`config.mk`:
```
export PLATFORM = sky130hd
export DESIGN_NAME = mic_capture_ctrl
export DESIGN_NICKNAME = d
export VERILOG_FILES = /design/src/rtl/mic_pkg.sv /design/src/rtl/mic_clk_gen.sv /design/src/rtl/mic_capture_ctrl.sv
export SDC_FILE = /design/constraint.sdc
export NUM_CORES = 1
export LEC_CHECK = 0
export BUFFER_PORTS_ARGS = -buffer_cell sky130_fd_sc_hd__buf_2
export CAP_MARGIN = 20
export CORE_ASPECT_RATIO = 1.4
export CORE_MARGIN = 10
export CORE_UTILIZATION = 51
export DETAILED_ROUTE_END_ITERATION = 16
export MAX_ROUTING_LAYER = met4
export PLACE_DENSITY = 0.7
export SETUP_SLACK_MARGIN = 0.4
export SYNTH_ARGS = -nofsm -noshare
export SYNTH_HDL_FRONTEND = slang
export SYNTH_HIERARCHICAL = 1
export SYNTH_SLANG_ARGS = --single-unit
```
`constraint.sdc`:
```
create_clock -name clk -period 2.3 [get_ports clk]
set_clock_uncertainty 0.1 [all_clocks]
set_input_delay 0 -clock clk [delete_from_list [all_inputs] [get_ports clk]]
set_output_delay 0 -clock clk [all_outputs]
set_load 0.01 [all_outputs]
```
`src/rtl/mic_pkg.sv`:
```
// Shared types and default build constants for the PDM microphone capture block.
package mic_pkg;

  typedef enum logic [1:0] {
    ST_IDLE    = 2'd0,
    ST_WARMUP  = 2'd1,
    ST_CAPTURE = 2'd2
  } state_e;

  localparam int MIC_HALF_DIV = 25;
  localparam int MIC_DECIM    = 64;
  localparam int MIC_WARMUP   = 1024;
  localparam int MIC_PCM_W    = 8;

endpackage

```
`src/rtl/mic_clk_gen.sv`:
```
// Microphone clock divider: mclk toggles every HALF_DIV enabled cycles, held low when
// disabled. Strobes flag the cycle whose closing edge makes mclk rise or fall.
module mic_clk_gen #(
  parameter int HALF_DIV = mic_pkg::MIC_HALF_DIV
) (
  input  logic clk,
  input  logic rst_n,
  input  logic en,
  output logic mclk,
  output logic rise_stb,
  output logic fall_stb
);

  localparam int CW = (HALF_DIV > 2) ? $clog2(HALF_DIV) : 1;
  localparam logic [CW-1:0] CNT_LAST = CW'(HALF_DIV - 1);

  logic [CW-1:0] cnt_q, cnt_d;
  logic          mclk_q, mclk_d;
  logic          tick;

  assign tick = en && (cnt_q == CNT_LAST);

  // NOTE: every variable gets a default before any branch so no latch is inferred.
  always_comb begin
    cnt_d  = cnt_q;
    mclk_d = mclk_q;
    if (!en) begin
      cnt_d  = '0;
      mclk_d = 1'b0;
    end else if (tick) begin
      cnt_d  = '0;
      mclk_d = ~mclk_q;
    end else begin
      cnt_d = cnt_q + CW'(1);
    end
  end

  // NOTE: state registers use non-blocking assignments so all flops update together.
  always_ff @(posedge clk or negedge rst_n) begin
    if (!rst_n) begin
      cnt_q  <= '0;
      mclk_q <= 1'b0;
    end else begin
      cnt_q  <= cnt_d;
      mclk_q <= mclk_d;
    end
  end

  assign mclk     = mclk_q;
  assign rise_stb = tick & ~mclk_q;
  assign fall_stb = tick &  mclk_q;

endmodule

```
`src/rtl/mic_capture_ctrl.sv`:
```
// PDM microphone capture: drives mclk/lr, discards the warm-up period, then counts ones
// over DECIM samples per PCM word and offers each word on a valid/ready port.
module mic_capture_ctrl
  import mic_pkg::*;
#(
  parameter int HALF_DIV = MIC_HALF_DIV,
  parameter int DECIM    = MIC_DECIM,
  parameter int WARMUP   = MIC_WARMUP,
  parameter int PCM_W    = MIC_PCM_W
) (
  input  logic             clk,
  input  logic             reset,
  input  logic             start,
  input  logic             stop,
  input  logic             lr_sel,
  input  logic             dataint,
  output logic             mclk,
  output logic             lr,
  output logic [PCM_W-1:0] pcm_data,
  output logic             pcm_valid,
  input  logic             pcm_ready,
  output logic             busy,
  output logic             overrun
);

  localparam int WCW = (WARMUP > 1) ? $clog2(WARMUP + 1) : 1;
  localparam logic [WCW-1:0] WARM_LAST = WCW'(WARMUP - 1);
  localparam logic [7:0]     BIT_LAST  = 8'(DECIM - 1);

  logic             rst_meta_q, rst_n_q;
  logic             din_meta_q, din_sync_q;
  state_e           state_q, state_d;
  logic             lr_q, lr_d;
  logic             overrun_q, overrun_d;
  logic             busy_q, busy_d;
  logic [PCM_W-1:0] acc_q, acc_d;
  logic [7:0]       bit_cnt_q, bit_cnt_d;
  logic [WCW-1:0]   warm_cnt_q, warm_cnt_d;
  logic [PCM_W-1:0] pcm_data_q, pcm_data_d;
  logic             pcm_valid_q, pcm_valid_d;
  logic             gen_en, rise_stb, fall_stb;
  logic             sample_stb, word_done, xfer;
  logic [PCM_W-1:0] din_ext, word;

  // Reset asserts immediately but releases only after two clean clk edges.
  always_ff @(posedge clk or negedge reset) begin
    if (!reset) begin
      rst_meta_q <= 1'b0;
      rst_n_q    <= 1'b0;
    end else begin
      rst_meta_q <= 1'b1;
      rst_n_q    <= rst_meta_q;
    end
  end

  // A stop must silence mclk on the same edge the state returns to IDLE.
  assign gen_en = (state_q != ST_IDLE) && !stop;

  mic_clk_gen #(.HALF_DIV(HALF_DIV)) u_clk_gen (
    .clk      (clk),
    .rst_n    (rst_n_q),
    .en       (gen_en),
    .mclk     (mclk),
    .rise_stb (rise_stb),
    .fall_stb (fall_stb)
  );

  assign sample_stb = lr_q ? rise_stb : fall_stb;
  assign xfer       = pcm_valid_q && pcm_ready;
  assign din_ext    = {{(PCM_W-1){1'b0}}, din_sync_q};
  assign word       = acc_q + din_ext;

  always_comb begin
    state_d     = state_q;
    lr_d        = lr_q;
    overrun_d   = overrun_q;
    acc_d       = acc_q;
    bit_cnt_d   = bit_cnt_q;
    warm_cnt_d  = warm_cnt_q;
    pcm_data_d  = pcm_data_q;
    pcm_valid_d = pcm_valid_q;
    word_done   = 1'b0;

    unique case (state_q)
      ST_IDLE: begin
        if (start && !stop) begin
          state_d    = ST_WARMUP;
          lr_d       = lr_sel;
          overrun_d  = 1'b0;
          acc_d      = '0;
          bit_cnt_d  = '0;
          warm_cnt_d = '0;
        end
      end
      ST_WARMUP: begin
        if (stop) begin
          state_d = ST_IDLE;
        end else if (fall_stb) begin
          if (warm_cnt_q == WARM_LAST) state_d = ST_CAPTURE;
          else                         warm_cnt_d = warm_cnt_q + WCW'(1);
        end
      end
      ST_CAPTURE: begin
        if (stop) begin
          state_d = ST_IDLE;
        end else if (sample_stb) begin
          if (bit_cnt_q == BIT_LAST) begin
            word_done = 1'b1;
            acc_d     = '0;
            bit_cnt_d = '0;
          end else begin
            acc_d     = word;
            bit_cnt_d = bit_cnt_q + 8'd1;
          end
        end
      end
      default: state_d = ST_IDLE;
    endcase

    // A word arriving while the previous one is still unaccepted is the one that is lost.
    if (word_done) begin
      if (!pcm_valid_q || xfer) begin
        pcm_data_d  = word;
        pcm_valid_d = 1'b1;
      end else begin
        overrun_d = 1'b1;
      end
    end else if (xfer) begin
      pcm_valid_d = 1'b0;
    end

    busy_d = (state_d != ST_IDLE);
  end

  // NOTE: only control and datapath flops here; there are no memories needing no-reset treatment.
  always_ff @(posedge clk or negedge rst_n_q) begin
    if (!rst_n_q) begin
      din_meta_q  <= 1'b0;
      din_sync_q  <= 1'b0;
      state_q     <= ST_IDLE;
      lr_q        <= 1'b0;
      overrun_q   <= 1'b0;
      busy_q      <= 1'b0;
      acc_q       <= '0;
      bit_cnt_q   <= '0;
      warm_cnt_q  <= '0;
      pcm_data_q  <= '0;
      pcm_valid_q <= 1'b0;
    end else begin
      din_meta_q  <= dataint;
      din_sync_q  <= din_meta_q;
      state_q     <= state_d;
      lr_q        <= lr_d;
      overrun_q   <= overrun_d;
      busy_q      <= busy_d;
      acc_q       <= acc_d;
      bit_cnt_q   <= bit_cnt_d;
      warm_cnt_q  <= warm_cnt_d;
      pcm_data_q  <= pcm_data_d;
      pcm_valid_q <= pcm_valid_d;
    end
  end

  assign lr        = lr_q;
  assign overrun   = overrun_q;
  assign busy      = busy_q;
  assign pcm_data  = pcm_data_q;
  assign pcm_valid = pcm_valid_q;

endmodule

```
==> impl_metrics.prom <==
# TYPE chip_impl_metric gauge
chip_impl_info{name="status",value="finished clean"} 1
chip_impl_metric{name="maxCapViolations",unit=""} 0
chip_impl_metric{name="regArea",unit="mm²"} 0.00128
chip_impl_info{name="startpoint_type",value="flip-flop"} 1
chip_impl_metric{name="first_pass_grt_wire_length",unit="µm"} 9370
chip_impl_metric{name="final_layout_size_suffix_gt1_share",unit="%"} 29.7
chip_impl_metric{name="power.leakage",unit="µW"} 0.00152
chip_impl_metric{name="ant_cells",unit=""} 0
chip_impl_metric{name="timing.reg2reg.setup_slack",unit="ns"} 0.13
chip_impl_metric{name="routed_via_density",unit=""} 5.52
chip_impl_info{name="critPathSlowestCell",value="sky130_fd_sc_hd__dfrtp_1"} 1
chip_impl_info{name="clock_tree_from_tritoncts",value="built"} 1
chip_impl_metric{name="antenna_violations_before_repair",unit=""} 0
chip_impl_metric{name="cts.sinks",unit=""} 51
chip_impl_info{name="min-delay-start",value="pcm_ready"} 1
chip_impl_metric{name="floorplan.io_pins",unit=""} 20
chip_impl_metric{name="place_worst_setup_slack",unit="ns"} 0.0173
chip_impl_info{name="crit_path_cell_trace",value="inv_2 -> ha_4 -> and4b_1 -> and3_4 -> mux2i_2 -> or2_4 -> nor3_4 -> buf_12 -> mux2_4"} 1
chip_impl_metric{name="port-buffer-count",unit=""} 19
chip_impl_metric{name="die_y",unit="µm"} 103
chip_impl_metric{name="tns",unit="ns"} 0
chip_impl_metric{name="cp.arrival",unit="ns"} 2.28
chip_impl_metric{name="grt.total_usage",unit="%"} 14.5
chip_impl_metric{name="synthesis_warnings",unit=""} 6
chip_impl_metric{name="wl_per_cell",unit="µm"} 14.8
chip_impl_metric{name="highest_clock_rate",unit="MHz"} 460
chip_impl_info{name="rsz0062_at_grt",value="true"} 1
chip_impl_metric{name="design_area",unit="mm²"} 0.00323
chip_impl_metric{name="detail-route-antenna-nets",unit=""} 0
chip_impl_info{name="timing.rr.end",value="pcm_data[6]"} 1
chip_impl_metric{name="worst_setup_hold_path_clk_slew",unit="ns"} 0.10
chip_impl_info{name="synth_common_cells",value="51 x sky130_fd_sc_hd__dfrtp_1, 20 x sky130_fd_sc_hd__nand2_1, 20 x sky130_fd_sc_hd__o21ai_0"} 1
chip_impl_metric{name="max_slew.worst_pin.slew",unit="ns"} 0.590
chip_impl_metric{name="power.density",unit="mW/mm²"} 511
chip_impl_metric{name="number_of_standard_cells_after_synthesis",unit=""} 242
chip_impl_info{name="timing.hold.worst.class",value="in2reg"} 1
chip_impl_metric{name="proportion_of_netlist_area_held_by_the_largest_area_contributor",unit="%"} 50.4
chip_impl_metric{name="mappedNetlistArea",unit="mm²"} 0.00253
chip_impl_info{name="r2r-start",value="u_clk_gen/cnt_q[0]"} 1
chip_impl_info{name="leading_cell_type_by_number_of_instances_after_synthesis",value="sky130_fd_sc_hd__dfrtp_1"} 1
chip_impl_metric{name="area_growth_syn_to_layout",unit="%"} 27.5
chip_impl_metric{name="worst-path-max-fanout",unit=""} 8
chip_impl_metric{name="critPathMaxStageDelay",unit="ns"} 0.39
chip_impl_metric{name="multi_input_comb_area",unit="mm²"} 0.00134
chip_impl_metric{name="design.die.area",unit="mm²"} 0.00822
chip_impl_metric{name="synth_enable_flop_cells",unit=""} 0
chip_impl_info{name="min_to",value="pcm_valid"} 1
chip_impl_metric{name="fin_crit_sh",unit="%"} 94.5
chip_impl_metric{name="initial_util",unit="%"} 52.3
chip_impl_metric{name="post-route-drc-count",unit=""} 0
chip_impl_metric{name="num_cts_buffers",unit=""} 5
chip_impl_metric{name="clock_latency_at_the_later_pin_of_the_worst_skew_pair",unit="ns"} 0.31
chip_impl_metric{name="grt_start_max_net_pins",unit=""} 27
chip_impl_metric{name="vdd_ir_drop_max",unit="mV"} 0.604
chip_impl_metric{name="timing_hold_violations_final",unit=""} 0
chip_impl_metric{name="gp_congestion",unit=""} 0.820
chip_impl_info{name="clk_root_buffer_cell",value="sky130_fd_sc_hd__clkbuf_8"} 1
chip_impl_metric{name="clockBufferDepth",unit=""} 2
chip_impl_metric{name="ys_seq_area_share",unit="%"} 50.4
chip_impl_metric{name="timing.critical_path.required",unit="ns"} 2.40
chip_impl_metric{name="totalWireLength",unit="µm"} 5270
chip_impl_metric{name="period_minus_slack",unit="ns"} 2.17
chip_impl_metric{name="htree_num_levels",unit=""} 2
chip_impl_metric{name="drtIter0Drc",unit=""} 102
chip_impl_metric{name="worst_slew_margin_rel",unit="%"} 60.7
chip_impl_metric{name="yosysUniqueCellTypes",unit=""} 53
chip_impl_metric{name="worst_hold_path_cells",unit=""} 3
chip_impl_metric{name="final_max_slew_viol_count",unit=""} 0
chip_impl_metric{name="syn_area_per_cell",unit="µm²"} 10.5
chip_impl_metric{name="timing.final.setup_violations",unit=""} 0
chip_impl_metric{name="placeableCoreArea",unit="mm²"} 0.00484
chip_impl_metric{name="final_stage_net_count",unit=""} 305
chip_impl_metric{name="worstRegToRegCells",unit=""} 9
chip_impl_metric{name="route.vias.total",unit=""} 1969
chip_impl_metric{name="nFillCells",unit=""} 381
chip_impl_metric{name="postSynthRegisterBits",unit=""} 51
chip_impl_metric{name="timing.final.ws_setup",unit="ns"} 0.126
chip_impl_info{name="timing_worst_setup_path_type",value="reg2reg"} 1
chip_impl_metric{name="die-width",unit="µm"} 79.5
chip_impl_info{name="synth_area_leader_cell",value="sky130_fd_sc_hd__dfrtp_1"} 1
chip_impl_metric{name="final_core_util",unit="%"} 66.6
chip_impl_metric{name="post_synth_arst_share",unit="%"} 100
chip_impl_metric{name="synth_nets",unit=""} 255
chip_impl_metric{name="grt_remaining_overflow",unit=""} 0
chip_impl_metric{name="dpl-instance-area",unit="mm²"} 0.00284
chip_impl_info{name="most_frequently_used_flop_master_after_synthesis",value="sky130_fd_sc_hd__dfrtp_1"} 1
chip_impl_metric{name="core.rowCount",unit=""} 30
chip_impl_metric{name="detailed_placer_s_ending_hpwl",unit="µm"} 3770
chip_impl_info{name="yosys-top-cells-area",value="sky130_fd_sc_hd__dfrtp_1 50%, sky130_fd_sc_hd__o21ai_0 4.0%, sky130_fd_sc_hd__mux2_2 3.6%"} 1
chip_impl_info{name="end_kind",value="flip-flop"} 1
chip_impl_metric{name="vias_in_the_first_global_route",unit=""} 2045
chip_impl_metric{name="first_pass_iters",unit=""} 4
==> critical path: cells and delay by family, from the launching register on <==
kind,cells,cell delay (ns)
flip-flops,1,0.39
adder cells (fa/ha/maj),1,0.12
AND/OR/NAND/NOR,4,0.84
multiplexers,2,0.38
buffers and inverters,2,0.24
==> cell usage in the layout, fill, tap and decap left out, drive strengths merged, types with 2 or more instances in the layout <==
master       netlist  layout
dfrtp             51      51
buf                5      43
nand2             20      20
nor2              20      20
o21ai             20      20
nand3             13      13
a22o              10      10
mux2               8       8
dlygate4sd3        0       8
and3               8       8
a21oi              7       7
ha                 6       6
nor3               6       6
inv                5       6
xor2               5       5
clkbuf             3       5
nor2b              4       4
nand2b             4       4
or3                4       4
nor4               4       4
mux2i              4       4
or2                3       3
and4               3       3
and4b              2       2
nand4              2       2
a31oi              2       2
and2               2       2
o41ai              2       2
==> how the worst max path moves through the flow <==
stage / slack [ns] / start / cells after the start / endpoint
floorplan: -0.03 / u_clk_gen/cnt_q[0] / 9 / pcm_data[0]
global placement: 0.07 / u_clk_gen/cnt_q[0] / 9 / pcm_data[0]
detailed placement: 0.02 / u_clk_gen/cnt_q[0] / 9 / pcm_data[6]
CTS: 0.11 / u_clk_gen/cnt_q[0] / 8 / warm_cnt_q[9]
global route: 0.02 / u_clk_gen/cnt_q[0] / 8 / warm_cnt_q[9]
finish: 0.13 / u_clk_gen/cnt_q[0] / 9 / pcm_data[6]
==> routing by layer <==
metal	GRT usage (%)	routed length [µm]	up-vias
met3	3.55	169	5
met2	25.3	2860	28
li1	-	-	984
met4	4.70	56	0
met1	15.8	2180	952
met5	-	0	-
==> power by group <==
group | total [µW] | internal [µW] | switching, µW
Clock | 639 | 330 | 309
Sequential | 922 | 906 | 16.0
Combinational | 86.5 | 43.3 | 43.2
==> state kept, by name, summed over array words and instances (netlist names), 2 cells and up <==
register,cells
warm_cnt_q,11
bit_cnt_q,8
pcm_data,8
state_q,2
u_clk_gen/cnt_q,5
acc_q,8
==> per-stage QoR <==
step / hold WS [ns] / power, µW / cells
4_1_cts: 0.00797 / 1670 / 356
3_5_place_dp: -0.313 / 1010 / 337
5_1_grt: 0.0113 / 1720 / 357
2_1_floorplan: -0.396 / 976 / 242
3_3_place_gp: -0.315 / 1010 / 337
6_report: 0.0141 / 1650 / 357
==> final cells by class <==
| cell class | count | area share [%] |
|---|---|---|
| Clock buffer | 5 | 2.13 |
| Tap cell | 64 | 2.48 |
| Clock inverter | 3 | 1.47 |
| Sequential cell | 51 | 39.6 |
| Inverter | 5 | 0.582 |
| Multi-Input combinational cell | 178 | 41.4 |
| Timing Repair Buffer | 51 | 12.4 |
==> logic make-up after synthesis <==
kind of cell / share of synthesized area (%)
compound gates: 13.5
xor+xnor: 2.08
fa+ha+maj: 2.97
buf+inv: 2.97
flops: 50.4
mux: 5.14
other cells: 0.148
simple gates: 22.7
==> what timing repair did <==
| item | 4_1_cts | 5_1_grt |
|---|---|---|
| hold buffers | 8 | 0 |
| buffers inserted | 3 | 1 |
| pin swaps | 11 | 2 |
| setup endpoints to repair | 35 | 36 |
| hold endpoints to repair | 7 | 0 |
| resized for setup | 33 | 9 |
No activity file was read; power rests on OpenSTA's default activity.
